## config.mk

```make
export PLATFORM = sky130hd
export DESIGN_NAME = exception_arbiter
export DESIGN_NICKNAME = d
export VERILOG_FILES = /design/src/rtl/exception_arbiter.sv
export SDC_FILE = /design/constraint.sdc
export NUM_CORES = 1
export LEC_CHECK = 0
export CAP_MARGIN = 5
export CORE_AREA = 5 5 49 51
export DETAILED_ROUTE_END_ITERATION = 10
export DIE_AREA = 0 0 54 56
export PLACE_DENSITY_LB_ADDON = 0.08
export SYNTH_ARGS = -nofsm -noshare
export SYNTH_HDL_FRONTEND = slang
export SYNTH_SLANG_ARGS = --single-unit
```

## constraint.sdc

```tcl
create_clock -name clk -period 1.85 [get_ports clk]
set_input_delay 0.37 -clock clk [delete_from_list [all_inputs] [get_ports clk]]
set_output_delay 0.37 -clock clk [all_outputs]
set_load 0.05 [all_outputs]
```

## src/rtl/exception_arbiter.sv

```systemverilog
// Exception/interrupt arbiter: prioritises aborts, synchronous exceptions, FIQ and IRQs,
// drains the pipeline before taking an interrupt and produces flush/stall/vector controls.
module exception_arbiter #(
  parameter int NIRQ = 4,
  parameter int VECW = 8
) (
  input  logic            clk,
  input  logic            reset,
  input  logic            UndefinedInstrE,
  input  logic            SWIE,
  input  logic            PrefetchAbortE,
  input  logic            DataAbort,
  input  logic            FIQ,
  input  logic            FIQEnabled,
  input  logic [NIRQ-1:0] IrqReq,
  input  logic [NIRQ-1:0] IrqEnable,
  input  logic            PipelineClearD,
  input  logic            PipelineClearM,
  output logic            PipelineClearF,
  output logic            ExceptionFlushD,
  output logic            ExceptionFlushE,
  output logic            ExceptionFlushM,
  output logic            ExceptionFlushW,
  output logic            ExceptionStallD,
  output logic            DataAbortCycle2,
  output logic            FIQAssert,
  output logic [NIRQ-1:0] IrqAck,
  output logic [VECW-1:0] PCVectorAddress,
  output logic            ExceptionSavePC,
  output logic            PCInSelect,
  output logic            ExceptionResetMicrop,
  output logic            Busy
);

  localparam int IDXW = (NIRQ > 1) ? $clog2(NIRQ) : 1;

  typedef enum logic [1:0] {
    S_IDLE   = 2'b00,
    S_ABORT2 = 2'b01,
    S_DRAIN  = 2'b10,
    S_TAKE   = 2'b11
  } state_t;

  state_t            state_q, state_d;
  logic              tgt_fiq_q, tgt_fiq_d;
  logic [IDXW-1:0]   tgt_irq_q, tgt_irq_d;

  logic              fiq_el_s;
  logic [NIRQ-1:0]   irq_el_s;
  logic              irq_any_s;
  logic [IDXW-1:0]   irq_idx_s;
  logic              sync_s;
  logic [VECW-1:0]   sync_vec_s;
  logic              tgt_ok_s;

  logic              clr_f_s, fl_d_s, fl_e_s, fl_m_s, fl_w_s, stall_s;
  logic              cyc2_s, fiq_a_s, save_s, pcin_s, rmicro_s;
  logic [NIRQ-1:0]   ack_s;
  logic [VECW-1:0]   vec_s;

  // Eligible requests, lowest-index IRQ and the highest synchronous exception.
  always_comb begin
    fiq_el_s  = FIQ & FIQEnabled;
    irq_el_s  = IrqReq & IrqEnable;
    irq_any_s = |irq_el_s;
    irq_idx_s = {IDXW{1'b0}};
    for (int i = NIRQ - 1; i >= 0; i--) begin
      irq_idx_s = irq_el_s[i] ? IDXW'(i) : irq_idx_s;
    end
    sync_s = PrefetchAbortE | UndefinedInstrE | SWIE;
    if (PrefetchAbortE) begin
      sync_vec_s = VECW'(8'h0C);
    end else if (UndefinedInstrE) begin
      sync_vec_s = VECW'(8'h04);
    end else begin
      sync_vec_s = VECW'(8'h08);
    end
  end

  // Next state, target latch and all pipeline controls.
  always_comb begin
    state_d   = state_q;
    tgt_fiq_d = tgt_fiq_q;
    tgt_irq_d = tgt_irq_q;
    clr_f_s = 1'b0; fl_d_s = 1'b0; fl_e_s = 1'b0; fl_m_s = 1'b0; fl_w_s = 1'b0;
    stall_s = 1'b0; cyc2_s = 1'b0; fiq_a_s = 1'b0; save_s = 1'b0; pcin_s = 1'b0;
    rmicro_s = 1'b0;
    ack_s    = {NIRQ{1'b0}};
    vec_s    = {VECW{1'b0}};
    tgt_ok_s = 1'b0;
    if (DataAbort) begin
      fl_d_s = 1'b1; fl_e_s = 1'b1; fl_m_s = 1'b1; fl_w_s = 1'b1;
      stall_s = 1'b1; rmicro_s = 1'b1;
      state_d = S_ABORT2;
    end else if (state_q == S_ABORT2) begin
      cyc2_s = 1'b1; fl_d_s = 1'b1; fl_m_s = 1'b1; fl_w_s = 1'b1;
      save_s = 1'b1; pcin_s = 1'b1; vec_s = VECW'(8'h10);
      state_d = S_IDLE;
    end else if (sync_s) begin
      fl_d_s = 1'b1; fl_m_s = 1'b1; save_s = 1'b1; pcin_s = 1'b1;
      vec_s = sync_vec_s;
      state_d = S_IDLE;
    end else begin
      case (state_q)
        S_IDLE: begin
          if (fiq_el_s || irq_any_s) begin
            tgt_fiq_d = fiq_el_s;
            tgt_irq_d = irq_idx_s;
            clr_f_s   = 1'b1;
            state_d   = S_DRAIN;
          end else begin
            state_d = S_IDLE;
          end
        end
        S_DRAIN: begin
          // A fresh FIQ overrides a latched IRQ; the FIQ is then trivially eligible.
          if (fiq_el_s) begin
            tgt_fiq_d = 1'b1;
          end else begin
            tgt_fiq_d = tgt_fiq_q;
          end
          tgt_ok_s = tgt_fiq_d ? fiq_el_s : irq_el_s[tgt_irq_q];
          if (!tgt_ok_s) begin
            state_d = S_IDLE;
          end else begin
            clr_f_s = ~PipelineClearM;
            fl_e_s  = PipelineClearD & ~PipelineClearM;
            stall_s = PipelineClearD & ~PipelineClearM;
            state_d = PipelineClearM ? S_TAKE : S_DRAIN;
          end
        end
        S_TAKE: begin
          fl_d_s = 1'b1;
          save_s = 1'b1;
          if (tgt_fiq_q) begin
            fiq_a_s = 1'b1;
            vec_s   = VECW'(8'h1C);
          end else begin
            for (int k = 0; k < NIRQ; k++) begin
              ack_s[k] = (tgt_irq_q == IDXW'(k));
            end
            vec_s = VECW'(32'h20 + 32'(tgt_irq_q) * 32'd4);
          end
          state_d = S_IDLE;
        end
        default: begin
          state_d = S_IDLE;
        end
      endcase
    end
    if (state_d == S_IDLE || state_d == S_ABORT2) begin
      tgt_fiq_d = 1'b0;
      tgt_irq_d = {IDXW{1'b0}};
    end else begin
      tgt_fiq_d = tgt_fiq_d;
      tgt_irq_d = tgt_irq_d;
    end
  end

  // State and latched-target registers.
  always_ff @(posedge clk or negedge reset) begin
    if (!reset) begin
      state_q   <= S_IDLE;
      tgt_fiq_q <= 1'b0;
      tgt_irq_q <= {IDXW{1'b0}};
    end else begin
      state_q   <= state_d;
      tgt_fiq_q <= tgt_fiq_d;
      tgt_irq_q <= tgt_irq_d;
    end
  end

  // Outputs respond combinationally to events, so they are forced low while in reset.
  assign PipelineClearF       = reset & clr_f_s;
  assign ExceptionFlushD      = reset & fl_d_s;
  assign ExceptionFlushE      = reset & fl_e_s;
  assign ExceptionFlushM      = reset & fl_m_s;
  assign ExceptionFlushW      = reset & fl_w_s;
  assign ExceptionStallD      = reset & stall_s;
  assign DataAbortCycle2      = reset & cyc2_s;
  assign FIQAssert            = reset & fiq_a_s;
  assign IrqAck               = reset ? ack_s : {NIRQ{1'b0}};
  assign PCVectorAddress      = reset ? vec_s : {VECW{1'b0}};
  assign ExceptionSavePC      = reset & save_s;
  assign PCInSelect           = reset & pcin_s;
  assign ExceptionResetMicrop = reset & rmicro_s;
  assign Busy                 = reset & (state_q != S_IDLE);

endmodule

```

Word-level counts from Yosys, hierarchy flattened
Index checks and enable logic that the tools add are counted.
Widths: inputs -> output; s select.
Storage, ports and cells
  logic and storage cells: 119
  flip-flop bits (word level): 5
  input bits: 18
Operators by class
  reduce and logical (&&, ||, !) cells: 12
  order comparisons: 1
  multiplexer cells: 74
  equality and inequality tests: 11
  $add $sub $neg: 1
  bitwise gates (word level): 17
Operators with widths (count)
  $mux 1: 41
  $mux 8: 5
  $mux 2: 15
  $mux 4: 7
  $mux 7: 2
  $and 1x1->1: 13
  $reduce_and 5->1: 2
  $eq 2x2->1 const B: 4
  $add 6x4->7 const A: 1
  $eq 2x1->1 const B: 3
  $logic_not 2->1: 3
  $ne 2x1->1 const B: 3
  $reduce_bool 2->1: 3
  $and 4x4->4: 1
  $pmux 1 s2: 2
  $pmux 2 s2: 1
  $reduce_or 4->1: 1
  $lt 2x3->1 const B: 1
  $ne 3x3->1 const B: 1
  $reduce_bool 3->1: 1
  $bmux 1 s2: 1
  $logic_or 1x1->1: 2
  $or 1x1->1: 2
  $not 1->1: 1

Depth between registers and ports, before layout
  word-level depth: 16
  gate-level depth with buffers: 6
  depth with buffers taken out: 4

Worst setup path after synthesis
No wires, ideal clock.
  kind: input to output
  start point: in PrefetchAbortE
  end point: out PCVectorAddress[4]
  slack: -1.519 ns
  arrival time: 2.999 ns
  buffers on the path: 1
  data required time: 1.480 ns
  cell stages on the path: 4
  path through: or3_1 > buf_6 > nor4_1 > or2_1
On the way
  longest elaborated chain between the ends: 6
RTL lines
  from (decl): RTL line 11  | input logic PrefetchAbortE,
  $or 1x1->1 (2 in series): RTL line 70  | sync_s = PrefetchAbortE | UndefinedInstrE | SWIE;
  $mux 8: RTL line 99  | end else if (sync_s) begin
  $mux 8: RTL line 95  | end else if (state_q == S_ABORT2) begin
  $mux 8: RTL line 91  | if (DataAbort) begin
  $mux 8: RTL line 183  | assign PCVectorAddress = reset ? vec_s : {VECW{1'b0}};
  to (decl): RTL line 28  | output logic [VECW-1:0] PCVectorAddress,
No other way between the ends.

Worst setup path in the final report
  start point: reg tgt_irq_q[0]
  end point: out PipelineClearF
On the way
  longest elaborated chain between the ends: 9
RTL lines
  from (decl): RTL line 46  | logic [IDXW-1:0] tgt_irq_q, tgt_irq_d;
  from (signal assigned): RTL line 165  | tgt_irq_q <= {IDXW{1'b0}};
  from (signal assigned): RTL line 169  | tgt_irq_q <= tgt_irq_d;
  $bmux 1 s2: RTL line 122  | tgt_ok_s = tgt_fiq_d ? fiq_el_s : irq_el_s[tgt_irq_q];
  $mux 1 (not written as such): RTL line 122
  $mux 1: RTL line 122
  $mux 1: RTL line 123  | if (!tgt_ok_s) begin
  $pmux 1 s2: RTL line 104  | case (state_q)
  $mux 1: RTL line 99
  $mux 1: RTL line 95
  $mux 1: RTL line 91
  $and 1x1->1: RTL line 174  | assign PipelineClearF = reset & clr_f_s;
  to (decl): RTL line 19  | output logic PipelineClearF,
No other way between the ends. The select of a mux whose other input is x is not followed.

==> results by group <==
Outcome
  – Status: finished with violations
  – Failing checks: negative setup slack

Logic synthesis
  – Largest family of logic cells by synthesized area: simple AND/OR/NAND/NOR gates
  – Cells after synthesis: 86
  – Post-Syn Area: 631 um2
  – Async SR Flop Fraction: 1.00
  – Compound-Gate Fraction of Synth Area: 0.312
  – Yosys warns: 0
  – Most instantiated cells after synthesis: nand2_1, nor2_1, buf_4, dfrtp_1
  – Avg Cell Area, Syn: 7.33 um2
  – Yosys top cell area share: 0.198
  – Post-synthesis simple-gate area fraction: 0.363
  – Dominant cells by area after synthesis: dfrtp_1, nand2_1, buf_4, nor2_1, a221oi_1
  – #FFs+latches synth: 5
  – Yosys cell types: 39
  – Adder-Cell Fraction of Synth Area: 0
  – Mux cell area share after synthesis: 0
  – Seq/Total Area, Yosys: 0.198
  – Ys flop type: dfrtp_1
  – EDFF count, synth: 0
  – Yosys top cell by area: dfrtp_1
  – XOR/XNOR share of the synthesized area: 0
  – Cell with the most instances after synthesis: nand2_1

Placement
  – DP Wirelength: approximately 2100 um
  – Gp weighted congestion: 0.875
  – Placed cell count: 177
  – IO buf count: 37

Floorplanning
  – Row count: 16
  – Die ar.: 3020 um2
  – Width of the die: approximately 54 um
  – Die H: 56 um
  – Core area: about 1900 um2
  – Initial Utilization: 0.332
  – I/O pin count: 42

Worst setup path
  – Worst path required time: 1.48 ns
  – WS Path Type: reg -> out
  – CP Data Arrival Time: 1.87 ns
  – CP startpoint: tgt_irq_q[0]$_DFFE_PN0P_
  – Slowest cell on the critical path: dfrtp_2
  – Reg2reg start: state_q[0]$_DFF_PN0_
  – CP max FO: 5
  – Critical Path Start Type: register
  – WP depth: 5
  – CP Cell Sequence: nand3b_1 > a41oi_2 > o211ai_1 > a2111oi_4 > buf_12
  – CP bufs+invs: 1
  – R2r setup slk: -0.03 ns
  – CP peak stage delay: between 0.4 and 0.5 ns
  – Worst setup path end: PipelineClearF
  – Crit path capture type: output pin
  – Reg-to-Reg End: tgt_irq_q[0]$_DFFE_PN0P_
  – Cell family with most CP delay: compound AO/OA/AOI/OAI gates
  – Worst Reg-to-Reg Cells: 9

Detailed routing
  – Final ANT Viol Nets: 0
  – First-pass DRT Iterations: 4
  – # DRC: 0
  – WL final: 4090 um
  – DR vias/cell: 5.84
  – Via count: 1,132
  – Starting DRT DRC Count: 42
  – Routed WL per cell: 21.1 um

STA
  – Post-route clock period utilization: 1.21
  – Setup ws final: -0.387 ns
  – Final Setup Violations: 18
  – Final Skew: 0.0170 ns
  – Max Transition Viols Final: 0
  – Final hold violations: 0
  – FMAX: 447 MHz
  – RSZ-0062 raised after global routing: yes
  – Min cycle time layout: 2.24 ns
  – Worst hold slack: 0.235 ns

Layout
  – Register Area: 128 um2
  – Layout cell share with drive strength beyond 1: 0.629
  – Layout Utilization: 0.926
  – Nets: about 190
  – Area of the multi-input gates: 653 um2
  – Synth-to-Final Area Change: 179%
  – Ant diodes: 0
  – Fill cells: approximately 60
  – Non-Filler Instances: 194

Clocking
  – Num Clock Sinks: 5
  – CTS tree: yes
  – Worst-path clk slew: 0.06 ns
  – Clk buf depth: 2
  – Clk_lat worst skew: 0.26 ns
  – Clk root buf: clkbuf_4
  – Cts bufs inserted: 3
  – CTS H-tree lvls: 1

Job
  – Max Cap Viol: 0

Pwr
  – Cell Pwr Density: 329 nW/um2
  – Pleak: ~0.00078 uW
  – Peak VDD IR: 560 uV

Global routing
  – Vias in the first global route: 1,058
  – GRT overflow: 0
  – Initial antenna violation count: 0
  – Largest net degree at the start of global routing: 12
  – First-pass GRT wire length: 4900 um
  – Global Route Usage Sum: 0.218

Hold path
  – Worst Hold Class: in -> async
## area by class of cell
cell class,instances,area share
Timing Repair Buffer,82,0.512
Multi-Input combinational cell,71,0.371
Sequential cell,5,0.0725
Tap cell,27,0.0192
Clock buffer,4,0.0149
Inverter,5,0.0107
## layer usage
layer	share of wire	GRT usage
met1	0.34	0.241
met2	0.50	0.375
met5	0	0
met3	0.089	0.0563
met4	0.073	0.0961
## metrics by stage
step | power (uW) | cell area, um2 | TNS, ns | setup slack, ns
floorplan | 252 | 759 | -2.85 | -0.519
global placement | 393 | 1510 | -6.84 | -0.566
detailed placement | 397 | 1510 | -7.28 | -0.560
CTS | 533 | 1650 | -1.71 | -0.350
global route | 608 | 1760 | -3.72 | -0.461
finish | 579 | 1760 | -2.46 | -0.387
## placed cells by master, fill, tap and decap left out, types with 2 or more instances in the layout
| cell | Yosys | final |
|---|---|---|
| nor2_2 | 0 | 2 |
| nand2_1 | 11 | 8 |
| clkbuf_4 | 0 | 3 |
| and3_4 | 0 | 2 |
| and2_1 | 2 | 2 |
| nor2b_2 | 0 | 2 |
| a21oi_1 | 4 | 2 |
| buf_2 | 1 | 2 |
| nor2_4 | 0 | 3 |
| inv_1 | 4 | 4 |
| nand2_4 | 0 | 2 |
| buf_4 | 5 | 37 |
| o211ai_1 | 3 | 3 |
| buf_12 | 0 | 18 |
| nand3_1 | 2 | 2 |
| conb_1 | 1 | 4 |
| a211oi_1 | 2 | 2 |
| clkdlybuf4s50_1 | 0 | 2 |
| a221oi_1 | 3 | 2 |
| dlygate4sd2_1 | 0 | 12 |
| nor4_4 | 1 | 2 |
| dfrtp_2 | 0 | 2 |
| nand2b_4 | 0 | 3 |
| dfrtp_1 | 5 | 3 |
| buf_6 | 1 | 10 |
| nor2_1 | 9 | 4 |
## worst min-delay path by stage
stage                            end  depth (start not counted)
2_1_floorplan   state_q[0]$_DFF_PN0_                          0
3_3_place_gp   tgt_fiq_q$_DFFE_PN0P_                          2
3_5_place_dp   tgt_fiq_q$_DFFE_PN0P_                          2
4_1_cts         state_q[0]$_DFF_PN0_                          2
5_1_grt         state_q[0]$_DFF_PN0_                          2
6_report        state_q[0]$_DFF_PN0_                          2
## cell families (layout without fill, tap and decap cells)
group / after synthesis / after routing
DFF: 5 / 5
AOI/OAI and AO/OA: 25 / 25
buffers and inverters: 13 / 91
and+or+nand+nor: 42 / 42
other: 1 / 4
## power by group
part	total, uW	leakage (uW)	switching (uW)	internal (uW)
Combinational	328	0.000698	180	148
Sequential	113	0.0000642	1.91	111
Clock	139	0.0000150	56.4	82.4
Total	579	0.000777	238	341
## timing repair
action                                 CTS  global route
pin swaps                               13            13
buffers inserted                        10             5
resized for setup                       43            18
hold buffers                             0             0
endpoints found under the hold margin    0             0
setup endpoints to repair               19            16
## registers in the layout (all words and copies together) (netlist names)
name	flops
state_q	2
tgt_irq_q	2
tgt_fiq_q	1
Power figures use the tool's default switching activity.
